--- src/rtl/led_seq_pkg.sv ---
// ----------------------------------------------------------------------------
// led_seq_pkg
// Shared constants for the LED sequencer:
//   MODO_*  : step-mode encodings seen on the modo input
//   phase_t : hold-filter phase (waiting for first step / auto-repeating)
// ----------------------------------------------------------------------------
package led_seq_pkg;

    localparam logic [1:0] MODO_FRENTE = 2'b00;  // forward, wraps at the top
    localparam logic [1:0] MODO_TRAS   = 2'b01;  // reverse, wraps at zero
    localparam logic [1:0] MODO_VAIVEM = 2'b10;  // ping-pong, bounces at ends
    localparam logic [1:0] MODO_PARADO = 2'b11;  // frozen, ticks are swallowed

    typedef enum logic {
        FIRST  = 1'b0,
        REPEAT = 1'b1
    } phase_t;

endpackage

--- src/rtl/button_repeat.sv ---
// ----------------------------------------------------------------------------
// button_repeat
// Hold filter for an active-low push-button. The raw button is synchronised
// by two flops, then a hold counter counts consecutive low samples. The first
// tick fires after HOLD_CYCLES low samples; while the button stays held,
// further ticks fire every REPEAT_CYCLES low samples. Any high sample clears
// the count and rearms the FIRST phase.
//
// Ports:
//   clock  in  system clock
//   reset  in  synchronous active-high reset
//   botao  in  raw push-button, active-low, asynchronous
//   o_tick out one-cycle step request (combinational, valid on the edge
//              where the threshold is reached)
// ----------------------------------------------------------------------------
module button_repeat
    import led_seq_pkg::*;
#(
    parameter int HOLD_CYCLES   = 15000000,
    parameter int REPEAT_CYCLES = 15000000
) (
    input  logic clock,
    input  logic reset,
    input  logic botao,
    output logic o_tick
);

    localparam int MAX_CYCLES = (HOLD_CYCLES > REPEAT_CYCLES) ? HOLD_CYCLES : REPEAT_CYCLES;
    localparam int CW         = $clog2(MAX_CYCLES) + 1;

    // Thresholds are compared against the count before the increment, so the
    // tick lines up with the edge on which the count would reach the target.
    localparam logic [CW-1:0] HOLD_LAST   = CW'(HOLD_CYCLES - 1);
    localparam logic [CW-1:0] REPEAT_LAST = CW'(REPEAT_CYCLES - 1);

    logic [1:0]    r_sync;
    logic [CW-1:0] r_cnt;
    phase_t        r_phase;

    logic          w_btn_low;
    logic [CW-1:0] w_last;

    assign w_btn_low = ~r_sync[1];
    assign w_last    = (r_phase == FIRST) ? HOLD_LAST : REPEAT_LAST;
    assign o_tick    = w_btn_low && (r_cnt == w_last);

    always_ff @(posedge clock) begin
        if (reset) begin
            r_sync  <= 2'b11;
            r_cnt   <= '0;
            r_phase <= FIRST;
        end else begin
            r_sync <= {r_sync[0], botao};
            if (!w_btn_low) begin
                r_cnt   <= '0;
                r_phase <= FIRST;
            end else if (o_tick) begin
                r_cnt   <= '0;
                r_phase <= REPEAT;
            end else begin
                r_cnt <= r_cnt + 1'b1;
            end
        end
    end

endmodule

--- src/rtl/led_sequencer.sv ---
// ----------------------------------------------------------------------------
// led_sequencer
// One-hot LED bar sequencer stepped by a held push-button. button_repeat
// turns the button into step ticks; this level applies the step according to
// modo (sampled only on a tick) and keeps position, direction and the
// registered one-hot LED vector.
//
// Ports:
//   clock   in  system clock
//   reset   in  synchronous active-high reset
//   botao   in  push-button, active-low, asynchronous
//   modo    in  00 forward, 01 reverse, 10 ping-pong, 11 freeze
//   leds    out one-hot LED vector, equals 1 << posicao
//   posicao out binary index of the lit LED
//   passo   out one-cycle pulse after each position change
// ----------------------------------------------------------------------------
module led_sequencer
    import led_seq_pkg::*;
#(
    parameter  int N_LEDS        = 4,
    parameter  int HOLD_CYCLES   = 15000000,
    parameter  int REPEAT_CYCLES = 15000000,
    localparam int PW            = (N_LEDS > 1) ? $clog2(N_LEDS) : 1
) (
    input  logic              clock,
    input  logic              reset,
    input  logic              botao,
    input  logic [1:0]        modo,
    output logic [N_LEDS-1:0] leds,
    output logic [PW-1:0]     posicao,
    output logic              passo
);

    localparam logic [PW-1:0] LAST = PW'(N_LEDS - 1);

    logic              r_dir;      // 0 = moving up, 1 = moving down
    logic [PW-1:0]     r_pos;
    logic [N_LEDS-1:0] r_leds;
    logic              r_passo;

    logic              w_tick;
    logic              w_dir_nxt;
    logic [PW-1:0]     w_pos_nxt;
    logic [N_LEDS-1:0] w_leds_nxt;

    button_repeat #(
        .HOLD_CYCLES   (HOLD_CYCLES),
        .REPEAT_CYCLES (REPEAT_CYCLES)
    ) u_button_repeat (
        .clock  (clock),
        .reset  (reset),
        .botao  (botao),
        .o_tick (w_tick)
    );

    always_comb begin
        w_pos_nxt = r_pos;
        w_dir_nxt = r_dir;
        case (modo)
            MODO_FRENTE: begin
                w_dir_nxt = 1'b0;
                w_pos_nxt = (r_pos == LAST) ? '0 : r_pos + 1'b1;
            end
            MODO_TRAS: begin
                w_dir_nxt = 1'b1;
                w_pos_nxt = (r_pos == '0) ? LAST : r_pos - 1'b1;
            end
            MODO_VAIVEM: begin
                // A single LED has no end to bounce off, so dir stays put.
                if (N_LEDS > 1) begin
                    if (!r_dir) begin
                        if (r_pos == LAST) begin
                            w_dir_nxt = 1'b1;
                            w_pos_nxt = r_pos - 1'b1;
                        end else begin
                            w_pos_nxt = r_pos + 1'b1;
                        end
                    end else begin
                        if (r_pos == '0) begin
                            w_dir_nxt = 1'b0;
                            w_pos_nxt = r_pos + 1'b1;
                        end else begin
                            w_pos_nxt = r_pos - 1'b1;
                        end
                    end
                end
            end
            default: ;  // MODO_PARADO: tick consumed, nothing moves
        endcase
    end

    always_comb begin
        w_leds_nxt = '0;
        for (int i = 0; i < N_LEDS; i++) begin
            w_leds_nxt[i] = (w_pos_nxt == PW'(i));
        end
    end

    always_ff @(posedge clock) begin
        if (reset) begin
            r_pos     <= '0;
            r_dir     <= 1'b0;
            r_leds    <= '0;
            r_leds[0] <= 1'b1;
            r_passo   <= 1'b0;
        end else begin
            // passo only when the position really moves (not in freeze, and
            // never with a single LED).
            r_passo <= w_tick && (w_pos_nxt != r_pos);
            if (w_tick) begin
                r_pos  <= w_pos_nxt;
                r_dir  <= w_dir_nxt;
                r_leds <= w_leds_nxt;
            end
        end
    end

    assign leds    = r_leds;
    assign posicao = r_pos;
    assign passo   = r_passo;

endmodule
--- config.mk ---
export PLATFORM = sky130hd
export DESIGN_NAME = led_sequencer
export DESIGN_NICKNAME = d
export VERILOG_FILES = /design/src/rtl/led_seq_pkg.sv /design/src/rtl/button_repeat.sv /design/src/rtl/led_sequencer.sv
export SDC_FILE = /design/constraint.sdc
export NUM_CORES = 1
export LEC_CHECK = 0
export CAP_MARGIN = 40
export CORE_ASPECT_RATIO = 0.7
export CORE_UTILIZATION = 62
export CTS_CLUSTER_SIZE = 20
export DETAILED_ROUTE_END_ITERATION = 12
export PLACE_DENSITY = 0.83
export SLEW_MARGIN = 10
export SYNTH_ARGS = -nofsm -noshare
export SYNTH_HDL_FRONTEND = slang
export SYNTH_SLANG_ARGS = --single-unit
--- constraint.sdc ---
create_clock -name clock -period 3.4 [get_ports clock]
set_input_delay 0.34 -clock clock [delete_from_list [all_inputs] [get_ports clock]]
set_output_delay 0.34 -clock clock [all_outputs]
set_load 0.005 [all_outputs]
Yosys cells after proc, flatten, opt, wreduce, memory -nomap -nowiden. Index checks and enable logic that the tools add are counted.

Reductions and logical operators: 8. Muxes and demuxes: 10. Add/sub/neg operators: 3. Order comparisons: 0. Shift-type cells: 0. Divide/modulo/power cells: 0. Bitwise operators: 1. Equality and inequality tests: 8. $mul: 0.

Operators by type and width (number): adder 25 x 1 -> 25 bit, second input constant (1); == test 25 x 24 -> 1 bit, second input constant (1); two-way mux 2 bit (5); == test 2 bit, second input constant (4); zero test 2 bit (3); case mux 2 bit (3 select lines) (1); == test 2 x 1 -> 1 bit, second input constant (2); two-way mux 1 bit (3); case mux 1 bit (3 select lines) (1); nonzero test 3 bit (1); OR reduction 3 bit (1); adder 2 x 1 -> 2 bit, second input constant (1); logical AND 1 bit (2); inequality test 2 bit (1); AND reduction 2 bit (1); subtractor 2 x 1 -> 2 bit, second input constant (1); NOT 1 bit (1).

Bits in writable memories: 0. Output and inout port bits: 7. Input bits: 5. Bits in read-only memories: 0. Memories: 0. Logic and storage cells: 36. Bits in latches: 0. Register bits after elaboration: 35.

Depth between registers and ports, before layout. Gate-level depths: netlist of the first run.

Depth after elaboration: 6. Depth in mapped cells: 7. Depth with buffers taken out: 6.

Modules after synthesis. From an unflattened synthesis of the first run, not the netlist that was laid out.

Cells, all modules: 200. Area total of the unflattened synthesis: 1794.2 µm².

Modules (own cells, without submodules): button_repeat (times used 1, cells an instance 143, area each 1255.0 µm², sequential area each 540.5 µm²); led_sequencer (times used 1, cells an instance 57, area each 539.3 µm², sequential area each 160.2 µm²).

Least setup slack after synthesis of the first run. Ideal clock, no wire load.

Path type: register -> register. Start point: register u_button_repeat.r_cnt[16]. End point: register r_leds[2] (netlist: leds[2]). Setup slack: 1.252 ns. Clock period less this slack: 2.148 ns. Cell stages (with the launch flop): 5. Arrival: 2.059 ns. Path buffers: 0. Cells stage by stage: dfxtp_1 or4b_4 or4_4 or4_4 o32ai_2.

Word-level cells in the longest chain between the ends: 2.

RTL lines: start, declared (RTL line button_repeat.sv:37) `logic [CW-1:0] r_cnt;`; start signal, assigned (RTL line button_repeat.sv:61) `r_cnt <= r_cnt + 1'b1;`; == test 25 x 24 -> 1 bit (RTL line button_repeat.sv:45) `assign o_tick = w_btn_low && (r_cnt == w_last);`; logical AND 1 bit (RTL line button_repeat.sv:45); end signal, assigned (RTL line led_sequencer.sv:113) `r_leds <= w_leds_nxt;`; end, declared (RTL line led_sequencer.sv:38) `logic [N_LEDS-1:0] r_leds;`.

Every way passes these cells. A chain may end at the register's enable or synchronous reset.

Worst setup path in the final report of the first run.
Start point: register u_button_repeat.r_cnt[2]. End point: register u_button_repeat.r_cnt[9].

Word-level cells in the longest chain between the ends: 3. Elaborated cells between the ends (all ways): 4. Those cells by class: 1 x add/sub; 1 x eq/ne; 2 x reduce/logical.

RTL lines: branches (longest 3 deep; another with adder 25 x 1 -> 25 bit).

Several ways; the timed one is not identified.

==> flow_summary.toml, run 1 <==
[clocking]
htree_levels = 2
numCtsBuffers = 5
clk_path_buf_depth = 2
cts_tree = "yes"
clock-root-buffer = "clkbuf_8"
cts_sinks = 35
clkTransAtPathRegs_ns = 0.07
clock_latency_ns = 0.29
cts_hold_buf = 0
postCtsSetupBuffers = 0
cts_resized = 0

[power_and_ir_drop]
powerDensity_mw_per_mm2 = 354
peakVddDrop_v = 0.000292
p_leak_nw = 0.638

[placed_design]
hpwl_um = 3060
dp.cells = 255
gp_congestion = 0.896
port_buffers = 11

[finish]
fin_nets = 239
stdcell_count = 263
syn_to_final_growth_pct = 10.8
final_layout_size_suffix_gt1_share_pct = 8.37
diodes = 0
fillers = 215

[sta]
relSlewSlack_pct = 58.1
finalSetupViolCount = 0
rsz0062_at_grt = "no"
clock.fmax_mhz = 435
timing_hold_violations_final = 0
tns_ns = 0
fin_crit_sh_pct = 67.6
slew_viol_final = 0
tightest_slew_ns = 0.622
fin_crit_ns = 2.30
finalClockSkew_ns = 0.00279

[floorplan]
core_mm2 = 0.00282
die_w_um = 67.6
io_pins = 12
start_util_pct = 66.1
die_y_um = 47.9
rows = 16
die-area_mm2 = 0.00324

[setup_path]
crit_fanout = 24
path_class = "register to register"
crit_path_start = "u_button_repeat.r_cnt[2]$_SDFF_PP0_"
crit-reg2reg-launch = "u_button_repeat.r_cnt[2]$_SDFF_PP0_"
endpoint_kind = "register"
crit_path_start_kind = "register"
cp_data_arrival_time_ns = 2.47
critPathRequiredTime_ns = 3.58

[yosys]
synth_area_leaders = "dfxtp_1 (38%), ha_1 (5.4%), a21oi_1 (4.3%)"
synth-warning-count = 0
syn_inst = 216
synth_enable_flop_cells = 0
synth_common_cells = "dfxtp_1 (35), nor2_1 (19), a21oi_1 (16)"
ys.flop_type = "dfxtp_1"
ys_ff_latch = 35
postSynth.asyncResetShare_pct = 0
synth.most_common_cell = "dfxtp_1"
synth_top_area_share_pct = 37.6
synth_area_mm2 = 0.00187
synth_top_area_cell = "dfxtp_1"
yosysSeqAreaShare_pct = 37.6
synth_area_per_cell_um2 = 8.64
syn_nets = 229
synth_cell_types = 45

[global_routing]
grt_pass1_vias = 1466
antenna_found_initial = 0
grt_use_total_pct = 29.8
grt_max_degree = 25
overflow = 0
grt_pass1_wl_um = 6860

[routing]
wl_um = 4310
route.detailed.drc = 0
drt_iter0_drc = 129
wl_per_cell_um = 16.4
route.vias.total = 1688
drtPass1Iterations = 5
drtAntennaViolNets = 0
vias_per_cell = 6.42

[worst_hold_path]
hp-class = "register to register"
hold_start = "u_button_repeat.r_sync[0]$_SDFF_PP1_"

[outcome]
run_status = "complete, no violations"

[run]
max_cap_violations = 0
[routing by layer]
layer | up-vias | global-route usage, % | share of wire, %
met4 | 0 | 8.94 | 0.93
met5 | - | 0 | 0
met3 | 6 | 8.81 | 8.7
li1 | 814 | - | -
met2 | 79 | 43.4 | 43
met1 | 789 | 42.4 | 47
[final cells by class]
type                       instances  area, um2  area share [%]
multi-input combinational        164       1090            52.8
sequential                        35        701            33.9
timing repair buffer              12        118            5.69
clock buffer                       7       76.3            3.69
tap                               36       45.0            2.18
inverter                           8       30.0            1.45
clock inverter                     1       5.00           0.242
[critical path: stages (launching register included)]
cell and delay [ns]:
dfxtp_1 0.43, nand4_1 0.36, or4_2 0.87, o21ai_2 0.17, buf_4 0.27, nor2_1 0.08
[stage by stage]
stage	setup slack (ns)	hold slack, ns	power (mW)	cell area [um2]	util (%)
final	1.10	0.417	0.732	2070	73.2
after global routing	0.999	0.437	0.757	2070	73.2
after CTS	1.12	0.424	0.732	2070	73.2
after detailed placement	1.10	0.404	0.450	1990	70.3
after global placement	1.18	0.393	0.449	1990	70.3
after floorplan	1.25	0.389	0.440	1870	-
[state kept, by name, summed over array words and instances (netlist names)]
name and count:
u_button_repeat.r_cnt 25, leds 4, posicao 2, u_button_repeat.r_sync 2
passo 1, r_dir 1
[worst paths after layout]
path / to / slack (ns) / cells past startpoint
hold reg to reg: u_button_repeat.r_sync[1]$_SDFF_PP1_ / 0.42 / 1
hold / removal: u_button_repeat.r_sync[1]$_SDFF_PP1_ / 0.42 / 1
setup / recovery: u_button_repeat.r_cnt[9]$_SDFF_PP0_ / 1.10 / 5
setup reg to reg: u_button_repeat.r_cnt[9]$_SDFF_PP0_ / 1.10 / 5
[placed cells by master (no fill, tap or decap), types with 3 or more instances in the layout]
master           netlist  final
or2_2                  3      3
o31ai_1                6      6
ha_1                   8      8
dfxtp_1               35     35
nand4_1                8      8
nand2_1               12     12
nand3_1               14     14
xnor2_1                6      6
a21oi_1               16     16
nor4_1                 4      4
nor4b_1                3      3
nor2_1                19     19
inv_1                  8      8
nand2b_1               3      3
clkdlybuf4s50_1        0     11
or4_1                  5      5
o21ai_0                8      8
and3_1                 7      7
clkbuf_8               0      5
or3_1                  4      4
xor2_1                 8      8
o211ai_1               3      3
[cell families after synthesis]
logic type | synth area share [%]
buf+inv | 3.89
fa+ha+maj | 5.37
simple gates | 30.2
compound gates | 15.9
xor+xnor | 6.57
mux | 0.537
flops | 37.6
[power breakdown]
part | internal [mW] | switching, mW
Clock | 0.144 | 0.146
Combinational | 0.0114 | 0.0184
Sequential | 0.411 | 0.000971
No activity file was read; power rests on OpenSTA's default activity.
==> run 2: changes to the inputs <==
CORE_UTILIZATION = 58   (was 62)
PLACE_DENSITY = 0.78   (was 0.83)
clock period = 2.15 ns   (was 3.4 ns; I/O delays follow)
==> flow_summary.toml, run 2 (same netlist as run 1, synthesis figures left out) <==
[sta]
tightest_slew_ns = 0.449
slew_viol_final = 0
fin_crit_sh_pct = 97.3
fin_crit_ns = 2.09
timing_hold_violations_final = 0
finalSetupViolCount = 0
fin_ws_ns = 0.0582
relSlewSlack_pct = 69.9
clock.fmax_mhz = 478
finalClockSkew_ns = 0.00235

[placed_design]
port_buffers = 11
gp_congestion = 0.865
dp_slack_ns = -0.0290
hpwl_um = 3580
placed_area_mm2 = 0.00214

[power_and_ir_drop]
combPwrFrac_pct = 4.4
switching_share_pct = 22.4
pwr-share-clk_pct = 39.2
powerDensity_mw_per_mm2 = 519
p_int_mw = 0.898
p_leak_nw = 0.746
peakVddDrop_v = 0.000468
seqPwrFrac_pct = 56.4
power.switching_mw = 0.259

[worst_hold_path]
holdPathStages = 1
min_to = "u_button_repeat.r_sync[1]$_SDFF_PP1_"
hp-class = "register to register"
hold_start = "u_button_repeat.r_sync[0]$_SDFF_PP1_"

[setup_path]
path_cells = "or4b_4 > or4_4 > or4_4 > o32ai_2"
crit_fanout = 3
crit-reg2reg-launch = "u_button_repeat.r_cnt[16]$_SDFF_PP0_"
reg2reg_slack_ns = 0.06
crit_path_start_kind = "register"
critPathSlowestCell = "or4b_4"
crit_path_frequent_cell = "or4_4"
endpoint_kind = "register"
path_class = "register to register"
cp_data_arrival_time_ns = 2.29
rr_worst_depth = 4
r2r-end = "leds[2]$_SDFFE_PP0P_"
slowest_delay_ns = 0.55
critPathRequiredTime_ns = 2.35

[finish]
final_layout_size_suffix_gt1_share_pct = 16.3
syn_to_final_growth_pct = 19.6
layout.cells.most_common = "dfxtp_1"
fin_nets = 258
utilization_pct = 76.3
regMostFlops = "u_button_repeat.r_cnt"
largest_register_ffs = 25
final_cell_mix = "dfxtp_1 (34), nor2_1 (19), buf_4 (19)"
diodes = 0
stdcell_area_mm2 = 0.00223

[routing]
wl_per_cell_um = 16.9
route.detailed.drc = 0
drtAntennaViolNets = 0
route.vias.total = 1743
vias_per_cell = 6.18
wl_um = 4750
drtPass1Iterations = 4
drt_iter0_drc = 142

[clocking]
numCtsBuffers = 5
clock_latency_ns = 0.28
clock-root-buffer = "clkbuf_8"
clkTransAtPathRegs_ns = 0.07
clk_path_buf_depth = 2
cts_sinks = 35
htree_levels = 2
cts_tree = "yes"
cts_hold_buf = 0

[global_routing]
overflow = 0
antenna_found_initial = 0
grt_pass1_wl_um = 7790
grt_max_degree = 25
grt_pass1_vias = 1676
grt_use_total_pct = 28.9

[floorplan]
die_y_um = 49.5
die-area_mm2 = 0.00345
start_util_pct = 63.8
die_w_um = 69.8
io_pins = 12
core_mm2 = 0.00292
rows = 16

[run]
max_cap_violations = 0

[outcome]
run_status = "complete, no violations"
==> run 2: cell count changes in the layout (fill, tap and decap cells not counted) <==
cell / before / now
buf_12: 0 / 1
buf_4: 1 / 19
o31ai_1: 6 / 5
o31ai_2: 0 / 1
or4_2: 2 / 1
dfxtp_1: 35 / 34
or4_4: 2 / 3
o311ai_1: 0 / 1
dfxtp_2: 0 / 1
o311ai_0: 1 / 0
==> run 2: timing repair <==
action	in CTS	in global routing
setup endpoints to repair	1	31
gates resized for setup	1	3
setup buffers	0	0
pin swaps	0	1
gates cloned	0	0
==> run 2: power groups by stage <==
stage | sequential, mW | clock [mW] | combinational, mW
4_1_cts | 0.652 | 0.457 | 0.0498
3_5_place_dp | 0.667 | 0 | 0.0496
2_1_floorplan | 0.666 | 0 | 0.0301
5_1_grt | 0.652 | 0.482 | 0.0566
6_report | 0.652 | 0.454 | 0.0510
3_3_place_gp | 0.667 | 0 | 0.0467
==> run 2: area by class of cell <==
cell class	count	area, um2
multi-input cells	164	1100
flip-flops and latches	35	702
fillers	204	692
repair buffers	31	273
clock buffers	7	76.3
well taps	36	45.0
inverters	8	30.0
clock inverters	1	5.00
==> run 2: worst max-delay path by stage <==
stage | end | slack, ns | from
final | leds[2]$_SDFFE_PP0P_ | 0.06 | u_button_repeat.r_cnt[16]$_SDFF_PP0_
after global routing | leds[2]$_SDFFE_PP0P_ | -0.003 | u_button_repeat.r_cnt[16]$_SDFF_PP0_
after CTS | leds[2]$_SDFFE_PP0P_ | -0.04 | u_button_repeat.r_cnt[16]$_SDFF_PP0_
after detailed placement | leds[2]$_SDFFE_PP0P_ | -0.03 | u_button_repeat.r_cnt[15]$_SDFF_PP0_
after global placement | leds[2]$_SDFFE_PP0P_ | 0.03 | u_button_repeat.r_cnt[16]$_SDFF_PP0_
after floorplan | leds[2]$_SDFFE_PP0P_ | 0.002 | u_button_repeat.r_cnt[16]$_SDFF_PP0_
==> run 2: metrics by stage <==
| step | setup TNS (ns) | cells | hold slack, ns | power, mW |
|---|---|---|---|---|
| floorplan | 0 | 216 | 0.319 | 0.696 |
| global placement | 0 | 274 | 0.394 | 0.713 |
| detailed placement | -0.0569 | 274 | 0.410 | 0.716 |
| CTS | -0.0399 | 282 | 0.427 | 1.16 |
| global route | -0.00283 | 282 | 0.442 | 1.19 |
| finish | 0 | 282 | 0.428 | 1.16 |
==> run 2: routing by layer <==
layer  share of wire (%)  GRT usage [%]
met5                   0              0
met2                  44           44.4
met1                  50           40.7
met3                 5.7           6.34
met4                0.76           9.00
==> run 2: critical path: cells and delay by family, from the launching register on <==
| family | cells | cell delay [ns] |
|---|---|---|
| flops | 1 | 0.32 |
| compound gates | 1 | 0.20 |
| simple gates | 3 | 1.49 |
==> run 3: changes to the inputs <==
SLEW_MARGIN = default   (was 10)
==> results of run 3 <==
Same layout as run 2: the final DEF is identical, and so are final timing and power.
==> variant (flow settings as in run 1) <==
Reset style: asynchronous (`reset`), changed in 2 clocked blocks. Comments in the files are not updated.
--- a/src/rtl/button_repeat.sv
+++ b/src/rtl/button_repeat.sv
@@ -44,7 +44,7 @@
     assign w_last    = (r_phase == FIRST) ? HOLD_LAST : REPEAT_LAST;
     assign o_tick    = w_btn_low && (r_cnt == w_last);
 
-    always_ff @(posedge clock) begin
+    always_ff @(posedge clock or posedge reset) begin
         if (reset) begin
             r_sync  <= 2'b11;
             r_cnt   <= '0;
--- a/src/rtl/led_sequencer.sv
+++ b/src/rtl/led_sequencer.sv
@@ -96,7 +96,7 @@
         end
     end
 
-    always_ff @(posedge clock) begin
+    always_ff @(posedge clock or posedge reset) begin
         if (reset) begin
             r_pos     <= '0;
             r_dir     <= 1'b0;
Behaviour: same outputs for any inputs over 10 cycles, from zero or initial values and one cycle with reset high; that may be too few to reach the edited logic, so the function may still have changed.
==> variant against run 1 <==
Area after synthesis grew 1.7%. Maximum frequency is 1.0% higher. Cell count down 5.7%. Sequential cell count unchanged. Hold slack worse by 0.062 ns. Cell area increased by 2.6%. Non-clock buffer count rose by 1. Routed wire length shrank 3.6%. Sequential share of layout area rose by 7.6 points. Worst setup slack better by 0.023 ns. Critical path type unchanged.
Power is not compared: it rests on default switching activity, and its combinational part moved more than twofold at a synthesized area within 25%.
==> variant: results (changes against run 1) <==
Post-Syn Nets = 209 (was 229)
Final nets = 224 (was 239)
DRT iter0 DRCs = 84 (was 129)
unique cell type count in the Yosys netlist = 42 (was 45)
First-pass DRT Iterations = 4 (was 5)
HPWL Detailed = 2950 microns (was 3060 microns)
top cells by area, synth = dfrtp_1 (42%), ha_1 (5.3%), xnor2_1 (5.1%), dfstp_2 (4.2%), nor2_1 (4.0%) (was dfxtp_1 (38%), ha_1 (5.4%), a21oi_1 (4.3%), nor2_1 (3.8%), nand3_1 (3.8%))
Hold Slack = 0.355 ns (was 0.417 ns)
CP Max Fanout = 6 (was 24)
Min-Delay Path Depth = 0 (was 1)
Worst setup endpoint = posicao[1]$_DFFE_PP0P_ (was u_button_repeat.r_cnt[9]$_SDFF_PP0_)
largest stage delay on the critical path = 0.49 ns (was 0.87 ns)
Tot GR Track Use = 28.7% (was 29.8%)
pin count of the biggest net entering global routing = 36 (was 25)
Placed Cells incl. Taps = 240 (was 255)
first-pass GRT wire length = 6580 microns (was 6860 microns)
Routability Congestion = 0.883 (was 0.896)
dpl cell area = 2040 sq um (was 1990 sq um)
worst reg2reg path startpoint = posicao[0]$_DFFE_PP0P_ (was u_button_repeat.r_cnt[2]$_SDFF_PP0_)
instance count of the mapped netlist = 196 (was 216)
Slew Limit Headroom = 57.3% (was 58.1%)
Worst Reg2Reg Path Length in Cells = 6 (was 5)
minimum clock period = 2.28 ns (was 2.30 ns)
Via-to-Cell Ratio = 6.29 (was 6.42)
WHS Endpoint = u_button_repeat.r_sync[1]$_DFF_PP1_ (was u_button_repeat.r_sync[1]$_SDFF_PP1_)
status = completed (unchanged)
post-synthesis sequential area ratio = 46.3% (was 37.6%)
slowest cell on the critical path = a21boi_0 (was or4_2)
Worst Skew = 0.00903 ns (was 0.00279 ns)
hold_sp = u_button_repeat.r_sync[0]$_DFF_PP1_ (was u_button_repeat.r_sync[0]$_SDFF_PP1_)
==> variant: metal layers <==
metal	share of wire, %	track usage [%]
met5	0	0
met4	0.87	10.0
met3	6.6	6.07
met2	47	46.5
met1	45	38.9
==> variant: cell families after synthesis <==
| kind of cell | Yosys count | share of synthesized area, % |
|---|---|---|
| compound gates | 40 | 12.9 |
| xor+xnor | 14 | 6.46 |
| fa+ha+maj | 8 | 5.27 |
| buf+inv | 18 | 4.02 |
| flops | 35 | 46.3 |
| mux | 2 | 1.12 |
| simple gates | 79 | 23.9 |
==> variant: area by class of cell <==
class | count | area [sq um]
timing repair buffer | 13 | 125
multi-input combinational | 143 | 942
sequential | 35 | 880
tap | 36 | 45.0
fill | 198 | 722
clock buffer | 8 | 80.1
inverter | 13 | 48.8
